`src/rtl/object_marker_overlay.sv`:
```
// rtl/object_marker_overlay.sv - double-buffered square marker overlay on the 1024x768 pixel stream
// Optional MARKER_CROSSHAIR_EN draws each marker as a plus-sign instead of a filled square.
module object_marker_overlay #(
   parameter int          NUM_OBJ    = 8,
   parameter int          IDX_W      = 3,
   parameter int          MARK_HALF  = 4,
   parameter logic [23:0] MARK_COLOR = 24'hFF0000
) (
   input  logic             clk,
   input  logic             reset_n,
   input  logic             obj_we,
   input  logic [IDX_W-1:0] obj_idx,
   input  logic [10:0]      obj_px,
   input  logic [9:0]       obj_py,
   input  logic             obj_valid,
   input  logic             frame_clear,
   input  logic [10:0]      hcount,
   input  logic [9:0]       vcount,
   input  logic             hsync,
   input  logic             vsync,
   input  logic             blank,
   input  logic [23:0]      in_pixel,
   output logic [23:0]      out_pixel,
   output logic             out_hsync,
   output logic             out_vsync,
   output logic             out_blank,
   output logic [IDX_W:0]   obj_count
);

   localparam logic signed [11:0] HALF = 12'(MARK_HALF);

   logic [NUM_OBJ-1:0] sh_valid_q, sh_valid_d, act_valid_q;
   logic [10:0]        sh_px_q [NUM_OBJ];
   logic [10:0]        sh_px_d [NUM_OBJ];
   logic [9:0]         sh_py_q [NUM_OBJ];
   logic [9:0]         sh_py_d [NUM_OBJ];
   logic [10:0]        act_px_q [NUM_OBJ];
   logic [9:0]         act_py_q [NUM_OBJ];
   logic               vsync_d_q;
   logic               swap;

   logic [NUM_OBJ-1:0] hit_d, s1_hit_q;
   logic [23:0]        s1_pixel_q;
   logic               s1_hsync_q, s1_vsync_q, s1_blank_q;
   logic [23:0]        out_pixel_q, out_pixel_d;
   logic               out_hsync_q, out_vsync_q, out_blank_q;
   logic [IDX_W:0]     obj_count_q, obj_count_d;

   function automatic logic entry_hit(input logic valid, input logic [10:0] px, input logic [9:0] py,
                                      input logic [10:0] hc, input logic [9:0] vc);
      logic signed [11:0] dx;
      logic signed [11:0] dy;
      logic               in_box;
      dx = $signed({1'b0, hc}) - $signed({1'b0, px});
      dy = $signed({2'b00, vc}) - $signed({2'b00, py});
      // Off-screen coordinates (e.g. wrapped 767-y from upstream) must never draw.
      in_box = valid && (px <= 11'd1023) && (py <= 10'd767) &&
               (dx >= -HALF) && (dx <= HALF) && (dy >= -HALF) && (dy <= HALF);
`ifdef MARKER_CROSSHAIR_EN
      return in_box && ((dx == 12'sd0) || (dy == 12'sd0));
`else
      return in_box;
`endif
   endfunction

   assign swap = vsync_d_q & ~vsync;

   always_comb begin
      sh_valid_d = sh_valid_q;
      sh_px_d    = sh_px_q;
      sh_py_d    = sh_py_q;
      if (frame_clear) begin
         sh_valid_d = '0;
      end
      // Clear first, so a write in the same cycle survives it.
      for (int i = 0; i < NUM_OBJ; i++) begin
         if (obj_we && (obj_idx == IDX_W'(i))) begin
            sh_valid_d[i] = obj_valid;
            sh_px_d[i]    = obj_px;
            sh_py_d[i]    = obj_py;
         end
      end
   end

   always_comb begin
      hit_d       = '0;
      obj_count_d = '0;
      for (int i = 0; i < NUM_OBJ; i++) begin
         hit_d[i]    = entry_hit(act_valid_q[i], act_px_q[i], act_py_q[i], hcount, vcount);
         obj_count_d = obj_count_d + (IDX_W+1)'(act_valid_q[i]);
      end
   end

   always_comb begin
      out_pixel_d = s1_blank_q ? 24'h000000 : ((|s1_hit_q) ? MARK_COLOR : s1_pixel_q);
   end

   always_ff @(posedge clk) begin
      if (!reset_n) begin
         sh_valid_q  <= '0;
         act_valid_q <= '0;
         vsync_d_q   <= 1'b1;
         s1_hit_q    <= '0;
         s1_pixel_q  <= '0;
         s1_hsync_q  <= 1'b1;
         s1_vsync_q  <= 1'b1;
         s1_blank_q  <= 1'b1;
         out_pixel_q <= '0;
         out_hsync_q <= 1'b1;
         out_vsync_q <= 1'b1;
         out_blank_q <= 1'b1;
         obj_count_q <= '0;
      end else begin
         sh_valid_q  <= sh_valid_d;
         if (swap) begin
            act_valid_q <= sh_valid_q;
         end
         vsync_d_q   <= vsync;
         s1_hit_q    <= hit_d;
         s1_pixel_q  <= in_pixel;
         s1_hsync_q  <= hsync;
         s1_vsync_q  <= vsync;
         s1_blank_q  <= blank;
         out_pixel_q <= out_pixel_d;
         out_hsync_q <= s1_hsync_q;
         out_vsync_q <= s1_vsync_q;
         out_blank_q <= s1_blank_q;
         obj_count_q <= obj_count_d;
      end
   end

   // Coordinates carry no reset; the valid bits alone decide whether an entry draws.
   always_ff @(posedge clk) begin
      sh_px_q <= sh_px_d;
      sh_py_q <= sh_py_d;
      if (swap) begin
         act_px_q <= sh_px_q;
         act_py_q <= sh_py_q;
      end
   end

   assign out_pixel = out_pixel_q;
   assign out_hsync = out_hsync_q;
   assign out_vsync = out_vsync_q;
   assign out_blank = out_blank_q;
   assign obj_count = obj_count_q;

endmodule

```
`config.mk`:
```
export PLATFORM = sky130hd
export DESIGN_NAME = object_marker_overlay
export DESIGN_NICKNAME = d
export VERILOG_FILES = /design/src/rtl/object_marker_overlay.sv
export SDC_FILE = /design/constraint.sdc
export NUM_CORES = 1
export LEC_CHECK = 0
export CAP_MARGIN = 20
export CELL_PAD_IN_SITES_DETAIL_PLACEMENT = 1
export CELL_PAD_IN_SITES_GLOBAL_PLACEMENT = 1
export CORE_MARGIN = 2
export CORE_UTILIZATION = 50
export CTS_CLUSTER_SIZE = 24
export DETAILED_ROUTE_END_ITERATION = 6
export GPL_TIMING_DRIVEN = 0
export PLACE_DENSITY = 0.89
export REMOVE_ABC_BUFFERS = 1
export SYNTH_ARGS = -nofsm -noshare
export SYNTH_HDL_FRONTEND = slang
export SYNTH_SLANG_ARGS = --single-unit
export TNS_END_PERCENT = 5
```
`constraint.sdc`:
```
create_clock -name clk -period 7.6 [get_ports clk]
set_clock_uncertainty 0.2 [all_clocks]
set_input_delay 1.52 -clock clk [delete_from_list [all_inputs] [get_ports clk]]
set_output_delay 1.52 -clock clk [all_outputs]
set_load 0.01 [all_outputs]
```
==> out/qor.txt, run 1 <==
VDD IR max: 0.159 mV
GRT Residual Overflow: 0
post-CTS setup buffers: 0
sequential-to-total area share from yosys stat: 56.0%
CTS Root Cell: clkbuf_16
Pins Over Slew Limit: 0
Lkg Pwr: 0.00945 uW
final hold violations: 0
die area: 0.0436 sq mm
Data arrival, critical path: 5510 ps
syn avg cell area: 11.9 sq um
setup slack on the worst flop-to-flop path: 3910 ps
vias after detailed routing: 15174
max cap viols: 0
# H-tree levels: 2
fillers: 4242
WP data required: 7880 ps
most frequent cells in the layout: edfxtp_1, inv_1, ha_1, nor2_1, clkdlybuf4s50_1
min Tclk post-route: 5230 ps
Synth Instances: 1765
most common cell after layout, fill and taps aside: edfxtp_1
outcome: finished clean
Diodes inserted: 0
DRT iter0 DRCs: 1071
Tcrit/Tclk final: 68.8%
Resize count post-CTS: 0
vias per inst: 6.09
final non-filler cell total: 2493
Primary FF master, synth: edfxtp_1
wire per inst: 24.6 microns
worst skew pair latency: 560 ps
Worst-Margin Slew: 1020 ps
crit path launch type: primary input
Pwr Density: 219 mW/mm^2
CP Max Fanout: 8
CTS tree: built
FMAX: 191 MHz
# IOs: 108
Cells after DPL: 2409
RSZ-0062 raised after global routing: false
number of buffers created by CTS: 45
number of flops mapped to enable cells by yosys: 336
fraction of final layout cells with drive strength greater than 1: 5.78%
# DRC: 0
CP Class: in2reg
FFs w/ async S/R, synth: 0%
Clock Path Buffers: 3
Die X: 209 microns
DR pass1 iterations: 5
Die Span Y: 209 microns
PortBufs: 107
Initial Util: 50.3%
Setup crit end kind: flip-flop
mapped cell area: 0.0210 sq mm
area of the core: 0.0417 sq mm
Slew headroom: 32.1%
vias in the first global route: 16642
TritonCTS Sinks: 418
GRT Resource Usage Total: 28.0%
Area growth, synth to finish: 16.1%
num rows: 75
Clock Pin Slew Worst Setup and Hold Paths: 60 ps
Synth Register Bits: 418
Final setup viols: 0
dpl hpwl: 40900 microns
Unique masters post-synth: 64
total power: 5320 uW
first-pass GRT wire length: 93600 microns
RD Place Congestion: 0.858
synth warn: 0
largest net degree at the start of global routing: 100
fin nets: 2185
ANT nets after route: 0
WL final: 61200 microns
number of buffers inserted by hold repair at cts: 0
initial antenna violation count: 2
HP Class: reg2reg
[sequential cells by signal, indices dropped and copies added, names as in the netlist, 24 cells and up]
name,flops
out_pixel,24
s1_pixel_q,24
sh_py_q,80
sh_px_q,88
act_px_q,88
act_py_q,80
[synth_stat cells (all sizes together) (5+ instances only)]
| library cell | instances | area, sq um |
|---|---|---|
| a2111oi | 18 | 176 |
| a211o | 5 | 43.8 |
| a211oi | 21 | 158 |
| a21boi | 17 | 128 |
| a21o | 18 | 135 |
| a21oi | 91 | 470 |
| a22oi | 6 | 45.0 |
| and2 | 44 | 275 |
| and3 | 8 | 50.1 |
| clkbuf | 11 | 41.3 |
| dfxtp | 82 | 1640 |
| edfxtp | 336 | 10100 |
| fa | 20 | 400 |
| ha | 171 | 2140 |
| inv | 211 | 792 |
| nand2 | 57 | 214 |
| nand2b | 34 | 213 |
| nand3 | 18 | 90.1 |
| nand4 | 20 | 125 |
| nor2 | 138 | 518 |
| nor2b | 34 | 213 |
| nor3 | 34 | 170 |
| nor3b | 9 | 67.6 |
| nor4 | 20 | 125 |
| o2111ai | 7 | 61.3 |
| o21a | 36 | 270 |
| o21ai | 63 | 319 |
| o21bai | 6 | 45.0 |
| o31a | 8 | 70.1 |
| o31ai | 17 | 133 |
| o41ai | 7 | 68.8 |
| or3 | 15 | 93.8 |
| or3b | 6 | 52.6 |
| or4 | 22 | 165 |
| xnor2 | 63 | 552 |
| xor2 | 43 | 377 |
[area by class of cell]
| class | count | area (sq um) | share of cell area [%] |
|---|---|---|---|
| inverter | 212 | 801 | 3.29 |
| clock inverter | 17 | 98.8 | 0.406 |
| clock buffer | 67 | 1360 | 5.57 |
| tap | 539 | 674 | 2.77 |
| timing repair buffer | 117 | 1250 | 5.14 |
| multi-input combinational | 1123 | 8420 | 34.6 |
| sequential | 418 | 11700 | 48.2 |
[critical path, stage by stage]
cell and delay, ps:
clkdlybuf4s50_1 390, inv_1 420, ha_1 270, inv_1 60, fa_1 440, a21o_1 210
a211o_1 360, a2111oi_4 410, nor2_1 110, xnor2_1 140, or4_1 520, or4_1 450
a22oi_1 200
[per-stage QoR]
stage | utilization, % | setup TNS, ps | area, sq um | setup WS, ps | hold slack [ps]
2_1_floorplan | - | 0 | 20900 | 883 | 186
3_3_place_gp | 54.4 | -324740 | 22700 | -1900 | 192
3_5_place_dp | 54.9 | 0 | 22900 | 1790 | 205
4_1_cts | 58.4 | 0 | 24300 | 2350 | 206
5_1_grt | 58.4 | 0 | 24300 | 2160 | 218
6_report | 58.4 | 0 | 24300 | 2370 | 214
[metal layers]
layer / wire [microns] / global-route usage (%) / vias up
li1: - / - / 6712
met1: 23100 / 33.3 / 7528
met2: 30100 / 48.5 / 704
met3: 4880 / 4.96 / 230
met4: 3190 / 14.8 / 0
met5: 0 / 0 / -
[kinds of logic after synthesis]
kind of cell    share of synthesized area (%)
compound gates                           11.2
simple gates                             12.0
buf+inv                                  4.01
xor+xnor                                 4.43
fa+ha+maj                                12.1
flops                                    56.0
mux                                     0.298
[power by group]
group          switching [uW]  internal [uW]
combinational             380            229
clock                     922           1240
sequential               16.1           2530
total                    1320           4000
[final timing paths]
path | from | to | depth (start not counted)
max | hcount[0] | s1_hit_q[7] | 13
min | sh_px_q[73] | act_px_q[73] | 0
max reg2reg | act_px_q[77] | s1_hit_q[0] | 11
min reg2reg | sh_px_q[73] | act_px_q[73] | 0
Note: power is estimated with default switching activity, not from simulation.
==> run 2: changes to the inputs <==
CORE_UTILIZATION = 45   (was 50)
PLACE_DENSITY = 0.85   (was 0.89)
clock period = 4.2 ns   (was 7.6 ns; I/O delays follow)
==> run 2 against run 1 <==
Against the previous run: sequential power up 81%; routed wire length down 8.1%; global-route usage down 4.4 points; first-iteration DRC count down 26%; utilization down 5.3 points; combinational power up 77%; worst setup slack worse by 2300 ps; flip-flop and latch count unchanged; sequential share of layout area down 0.47 points; largest power group unchanged; register-to-register slack worse by 3200 ps.
==> out/qor.txt, run 2 (same netlist as run 1, synthesis figures left out) <==
Hold Path Origin: sh_py_q[65]
Pins Over Slew Limit: 0 (unchanged)
most frequent cells in the layout: edfxtp_1, inv_1, ha_1, nor2_1, clkdlybuf4s50_1
Worst R2R Start: act_py_q[31]
Seq pwr share: 47.8% (about the same)
Slew headroom: 37.3% (+5.2 points)
vias per inst: 5.67 (-6.8%)
Setup crit end kind: flip-flop
CP Class: in2reg
crit path launch type: primary input
num rows: 79 (+5.3%)
HP Class: reg2reg
GRT Resource Usage Total: 23.6% (-4.4 points)
Clock Pin Slew Worst Setup and Hold Paths: 70 ps (about the same)
vias in the first global route: 16066 (-3.5%)
post-placement cell area: 0.0229 sq mm (+0.15%)
Die Span Y: 220 microns (+5.3%)
Final setup viols: 0 (unchanged)
vias after detailed routing: 14577 (-3.9%)
die area: 0.0483 sq mm (+11%)
min Tclk post-route: 4140 ps
Crit-path slowest cell: clkdlybuf4s50_1
Diodes inserted: 0 (unchanged)
# IOs: 108 (unchanged)
Area growth, synth to finish: 17.2%
number of buffers created by CTS: 44 (-2.2%)
GRT Residual Overflow: 0 (unchanged)
Clock power frac: 41.0% (+0.3 points)
sw frac: 23.7% (-1.1 points)
crit path from: vcount[3]
fraction of final layout cells with drive strength greater than 1: 7.48% (+1.7 points)
RD Place Congestion: 0.844 (-1.6%)
largest net degree at the start of global routing: 98 (-2.0%)
max cap viols: 0 (unchanged)
CTS Root Cell: clkbuf_16
VDD IR max: 0.301 mV (+90%)
Comb pwr share: 11.2% (-0.3 points)
Data arrival, critical path: 4430 ps (-1080 ps)
TritonCTS Sinks: 418 (unchanged)
internal power consumption: 7350 uW (+84%)
DRT iter0 DRCs: 788 (-26%)
WP data required: 4490 ps (-3390 ps)
Worst-Margin Slew: 938 ps (-80.7 ps)
WL final: 56300 microns (-8.1%)
first-pass GRT wire length: 87200 microns (-6.8%)
area of the core: 0.0463 sq mm (+11%)
kind of cell adding the most delay to the critical path: compound AO/OA/AOI/OAI gates
final hold violations: 0 (unchanged)
# H-tree levels: 2 (unchanged)
fin nets: 2198 (+0.59%)
Largest regs: act_px_q (88), sh_px_q (88)
DR pass1 iterations: 5 (unchanged)
Crit path buffers/inverters: 1 (-2)
dpl hpwl: 39600 microns (-3.1%)
initial antenna violation count: 2 (unchanged)
most common cell after layout, fill and taps aside: edfxtp_1
final setup margin: 59.9 ps (-2310 ps)
delay of the slowest cell on the worst path: 800 ps (+280 ps)
Initial Util: 45.3% (-5.0 points)
CP Max Fanout: 8 (unchanged)
worst skew pair latency: 560 ps (about the same)
RSZ-0062 raised after global routing: true
outcome: finished clean
wire per inst: 21.9 microns (-11%)
FMAX: 242 MHz
PortBufs: 107 (unchanged)
Tcrit/Tclk final: 98.6%
Switch Pwr: 2290 uW (+73%)
Clock Path Buffers: 3 (unchanged)
total power: 9630 uW (+81%)
Die X: 220 microns (+5.3%)
CTS tree: built
number of buffers inserted by hold repair at cts: 0 (unchanged)
Pwr Density: 392 mW/mm^2 (+79%)
CP cell instances: clkdlybuf4s50_1 -> ha_1 -> o21a_1 -> o31a_1 -> o31ai_1 -> a21oi_2 -> xnor2_1 -> or4_1 -> or4b_1 -> a22oi_1
ANT nets after route: 0 (unchanged)
Lkg Pwr: 0.00952 uW (+0.77%)
# DRC: 0 (unchanged)
DP Worst Slack: -1160 ps (-2950 ps)
post-route cell area: 0.0246 sq mm (+0.99%)
[run 2: cell count changes in the layout (fill, tap and decap cells not counted), sizes merged]
cell           change
clkdlybuf4s50      -4
dlymetal6s2s       +2
buf               +14
clkdlybuf4s15      +1
clkinvlp           +4
clkinv             +3
clkbuf             -5
bufinv             +4
inv                -9
[run 2: per-layer routing]
| layer | routed length [microns] | global-route usage, % | up-vias |
|---|---|---|---|
| met4 | 2010 | 8.57 | 0 |
| met1 | 22500 | 27.3 | 7313 |
| met2 | 29000 | 43.6 | 389 |
| met5 | 0 | 0 | - |
| met3 | 2840 | 4.17 | 140 |
| li1 | - | - | 6735 |
[run 2: cell type report]
type	count	area, sq um
fillers	4777	21700
clock inverters	19	200
multi-input cells	1123	8490
repair buffers	131	1320
clock buffers	61	1260
inverters	212	812
flip-flops and latches	418	11700
well taps	607	759
[run 2: power by group through the flow]
stage | clock (uW) | sequential, uW | combinational (uW)
floorplan | 0 | 4700 | 640
global placement | 0 | 4710 | 945
detailed placement | 0 | 4690 | 1030
CTS | 4000 | 4610 | 1060
global route | 4160 | 4610 | 1180
finish | 3950 | 4610 | 1080
[run 2: final timing paths]
| check | endpoint | cells after the start | slack [ps] |
|---|---|---|---|
| worst max-delay path | s1_hit_q[7] | 10 | 60 |
| worst min-delay path | act_py_q[65] | 0 | 220 |
| worst max register to register | s1_hit_q[4] | 10 | 730 |
| worst min register to register | act_py_q[65] | 0 | 220 |
[run 2: per-stage QoR]
| step | utilization, % | setup TNS (ps) | hold slack (ps) | cells |
|---|---|---|---|---|
| final | 53.1 | 0 | 216 | 2571 |
| after global routing | 53.1 | -90.0 | 221 | 2571 |
| after CTS | 52.9 | -4.87 | 216 | 2564 |
| after detailed placement | 49.5 | -7560 | 200 | 2476 |
| after global placement | 49.2 | -842340 | 200 | 2467 |
| after floorplan | - | -318880 | 186 | 1753 |
[run 2: what timing repair did]
| item | in CTS | in global routing |
|---|---|---|
| resized for setup | 10 | 17 |
| endpoints found under the setup margin | 8 | 8 |
| pin swaps | 1 | 4 |
| setup buffers | 8 | 7 |
| endpoints found under the hold margin | 0 | 0 |
[run 2: worst reg2reg max path: stages, from the launching register on]
cell	delay [ps]
edfxtp_1	420
inv_1	80
ha_1	220
nor2b_1	130
o21ai_0	260
a21oi_1	160
o41ai_2	460
mux2i_1	140
a2111oi_0	730
nand3_1	330
a22oi_1	260
==> run 3: changes to the inputs <==
PLACE_DENSITY = unset   (was 0.85)
PLACE_DENSITY_LB_ADDON = 0.1   (was unset)
==> run 3 against run 2 <==
Against the previous run: the run now ends with negative setup slack left; largest cell class unchanged; global-route usage is 1.5 points lower; sequential power barely moved; worst hold slack lost 5.2 ps; fmax down 3.2%; combinational power barely moved; critical endpoint is now s1_hit_q[0]; flip-flop and latch count did not move; power is 0.31% lower; count of clock-buffer cells in the layout increased by 10.
==> out/qor.txt, run 3 (same netlist as run 1, synthesis figures left out) <==
# H-tree levels: 2 (unchanged)
crit path launch type: primary input
Hold WS: 211 ps (-5.24 ps)
Largest regs: act_px_q (88), sh_px_q (88)
most frequent cells in the layout: edfxtp_1, inv_1, ha_1, nor2_1, clkdlybuf4s50_1
Comb pwr share: 10.9% (-0.3 points)
# DRC: 0 (unchanged)
delay of the slowest cell on the worst path: 590 ps (-210 ps)
number of buffers created by CTS: 45 (+2.3%)
vias after detailed routing: 14065 (-3.5%)
HP Class: reg2reg
Setup crit end kind: flip-flop
Crit-path slowest cell: or4_1
PortBufs: 107 (unchanged)
Pins Over Slew Limit: 0 (unchanged)
Pwr Density: 391 mW/mm^2 (-0.38%)
violated checks: negative setup slack
GRT Resource Usage Total: 22.1% (-1.5 points)
CP Max Fanout: 8 (unchanged)
Clock power frac: 41.2% (+0.2 points)
Die Span Y: 220 microns (unchanged)
RD Place Congestion: 0.835 (-1.1%)
fraction of final layout cells with drive strength greater than 1: 6.92% (-0.56 points)
min Tclk post-route: 4270 ps (+135 ps)
CTS tree: built
most common cell after layout, fill and taps aside: edfxtp_1
VDD IR max: 0.272 mV (-9.6%)
first-pass GRT wire length: 80800 microns (-7.3%)
Switch Pwr: 2280 uW (-0.46%)
FMAX: 234 MHz (-3.2%)
CP cell instances: clkdlybuf4s50_1 -> clkinvlp_4 -> buf_4 -> ha_1 -> inv_1 -> fa_1 -> a21o_1 -> a21oi_1 -> xor2_1 -> o221ai_1 -> or4_1 -> or4_1 -> a22oi_2
worst skew pair latency: 570 ps (about the same)
DRT iter0 DRCs: 595 (-24%)
wire per inst: 20.4 microns (-6.9%)
largest net degree at the start of global routing: 79 (-19%)
Initial Util: 45.3% (unchanged)
ANT nets after route: 0 (unchanged)
dpl hpwl: 37400 microns (-5.4%)
sw frac: 23.7% (-0.037 points)
Diodes inserted: 0 (unchanged)
Die X: 220 microns (unchanged)
vias per inst: 5.47 (-3.5%)
num rows: 79 (unchanged)
outcome: complete, but fails checks
vias in the first global route: 14992 (-6.7%)
TritonCTS Sinks: 418 (unchanged)
WP data required: 4460 ps (-30 ps)
DP Worst Slack: -1190 ps (-31.8 ps)
Area growth, synth to finish: 17.3% (about the same)
Clock Path Buffers: 3 (unchanged)
Worst-Margin Slew: 935 ps (-2.71 ps)
CTS Root Cell: clkbuf_16
WL final: 52400 microns (-6.9%)
Data arrival, critical path: 4530 ps (+100 ps)
fin nets: 2195 (-0.14%)
total power: 9600 uW (-0.31%)
Final setup viols: 1 (+1)
final hold violations: 0 (unchanged)
Seq pwr share: 47.9% (about the same)
GRT Residual Overflow: 0 (unchanged)
CP Class: in2reg
max cap viols: 0 (unchanged)
Slew headroom: 37.5% (+0.18 points)
internal power consumption: 7330 uW (-0.26%)
final setup margin: -75.0 ps (-135 ps)
Lkg Pwr: 0.00951 uW (about the same)
Top cell by count, worst path: or4_1
DR pass1 iterations: 5 (unchanged)
initial antenna violation count: 2 (unchanged)
RSZ-0062 raised after global routing: true
Tcrit/Tclk final: 102% (+3.2 points)
area of the core: 0.0463 sq mm (unchanged)
# IOs: 108 (unchanged)
Clock Pin Slew Worst Setup and Hold Paths: 60 ps (about the same)
die area: 0.0483 sq mm (unchanged)
## run 3: cell types whose count changed in the layout (fill, tap and decap cells not counted), moves of 3 or more
cell	change
bufinv_16	-3
clkbuf_1	+5
clkbuf_8	+5
clkinv_2	-6
clkinv_1	+3
buf_4	-7
## run 3: stage by stage
stage	setup TNS, ps	instances	utilization (%)	cell area [sq um]
after global placement	-984800	2467	49.2	22700
after floorplan	-318880	1753	-	20900
after global routing	-340	2571	53.2	24600
final	-75.0	2571	53.2	24600
after detailed placement	-7840	2479	49.7	23000
after CTS	-31.1	2569	53.0	24500
## run 3: metal layers
layer / share of wire (%) / vias up / global-route usage (%) / wire length (microns)
met3: 4.5 / 75 / 3.41 / 2330
met4: 2.5 / 0 / 6.91 / 1320
li1: - / 6737 / - / -
met1: 45 / 6998 / 28.2 / 23500
met2: 48 / 255 / 38.6 / 25300
met5: 0 / - / 0 / 0
## run 3: worst paths after layout
| check | from | endpoint | slack, ps | cells past startpoint |
|---|---|---|---|---|
| worst max-delay path | hcount[0] | s1_hit_q[0] | -70 | 13 |
| worst min-delay path | s1_hsync_q | out_hsync | 210 | 1 |
| worst max register to register | act_px_q[0] | s1_hit_q[7] | 680 | 11 |
| worst min register to register | s1_hsync_q | out_hsync | 210 | 1 |
## run 3: timing repair
item | CTS | global route
buffers inserted | 6 | 2
endpoints found under the setup margin | 8 | 7
pin swaps | 1 | 2
resized for setup | 11 | 15
hold buffers | 0 | 0
## run 3: cell type report
| cell class | instances | area (sq um) |
|---|---|---|
| Clock buffer | 71 | 1390 |
| Clock inverter | 13 | 92.6 |
| Fill cell | 4844 | 21700 |
| Inverter | 212 | 808 |
| Multi-Input combinational cell | 1123 | 8480 |
| Sequential cell | 418 | 11700 |
| Tap cell | 607 | 759 |
| Timing Repair Buffer | 127 | 1330 |
## run 3: power groups by stage
stage / registers, uW / clock network, uW / logic (uW)
finish: 4600 / 3960 / 1050
floorplan: 4700 / 0 / 640
detailed placement: 4690 / 0 / 1030
CTS: 4600 / 4060 / 1050
global route: 4610 / 4190 / 1160
global placement: 4710 / 0 / 976
## run 3: worst max-delay path, delay by kind of cell
family          cells  cell delay (ps)
compound gates      4              910
xor+xnor            1              220
fa+ha+maj           2              560
buf+inv             4              880
simple gates        2             1110
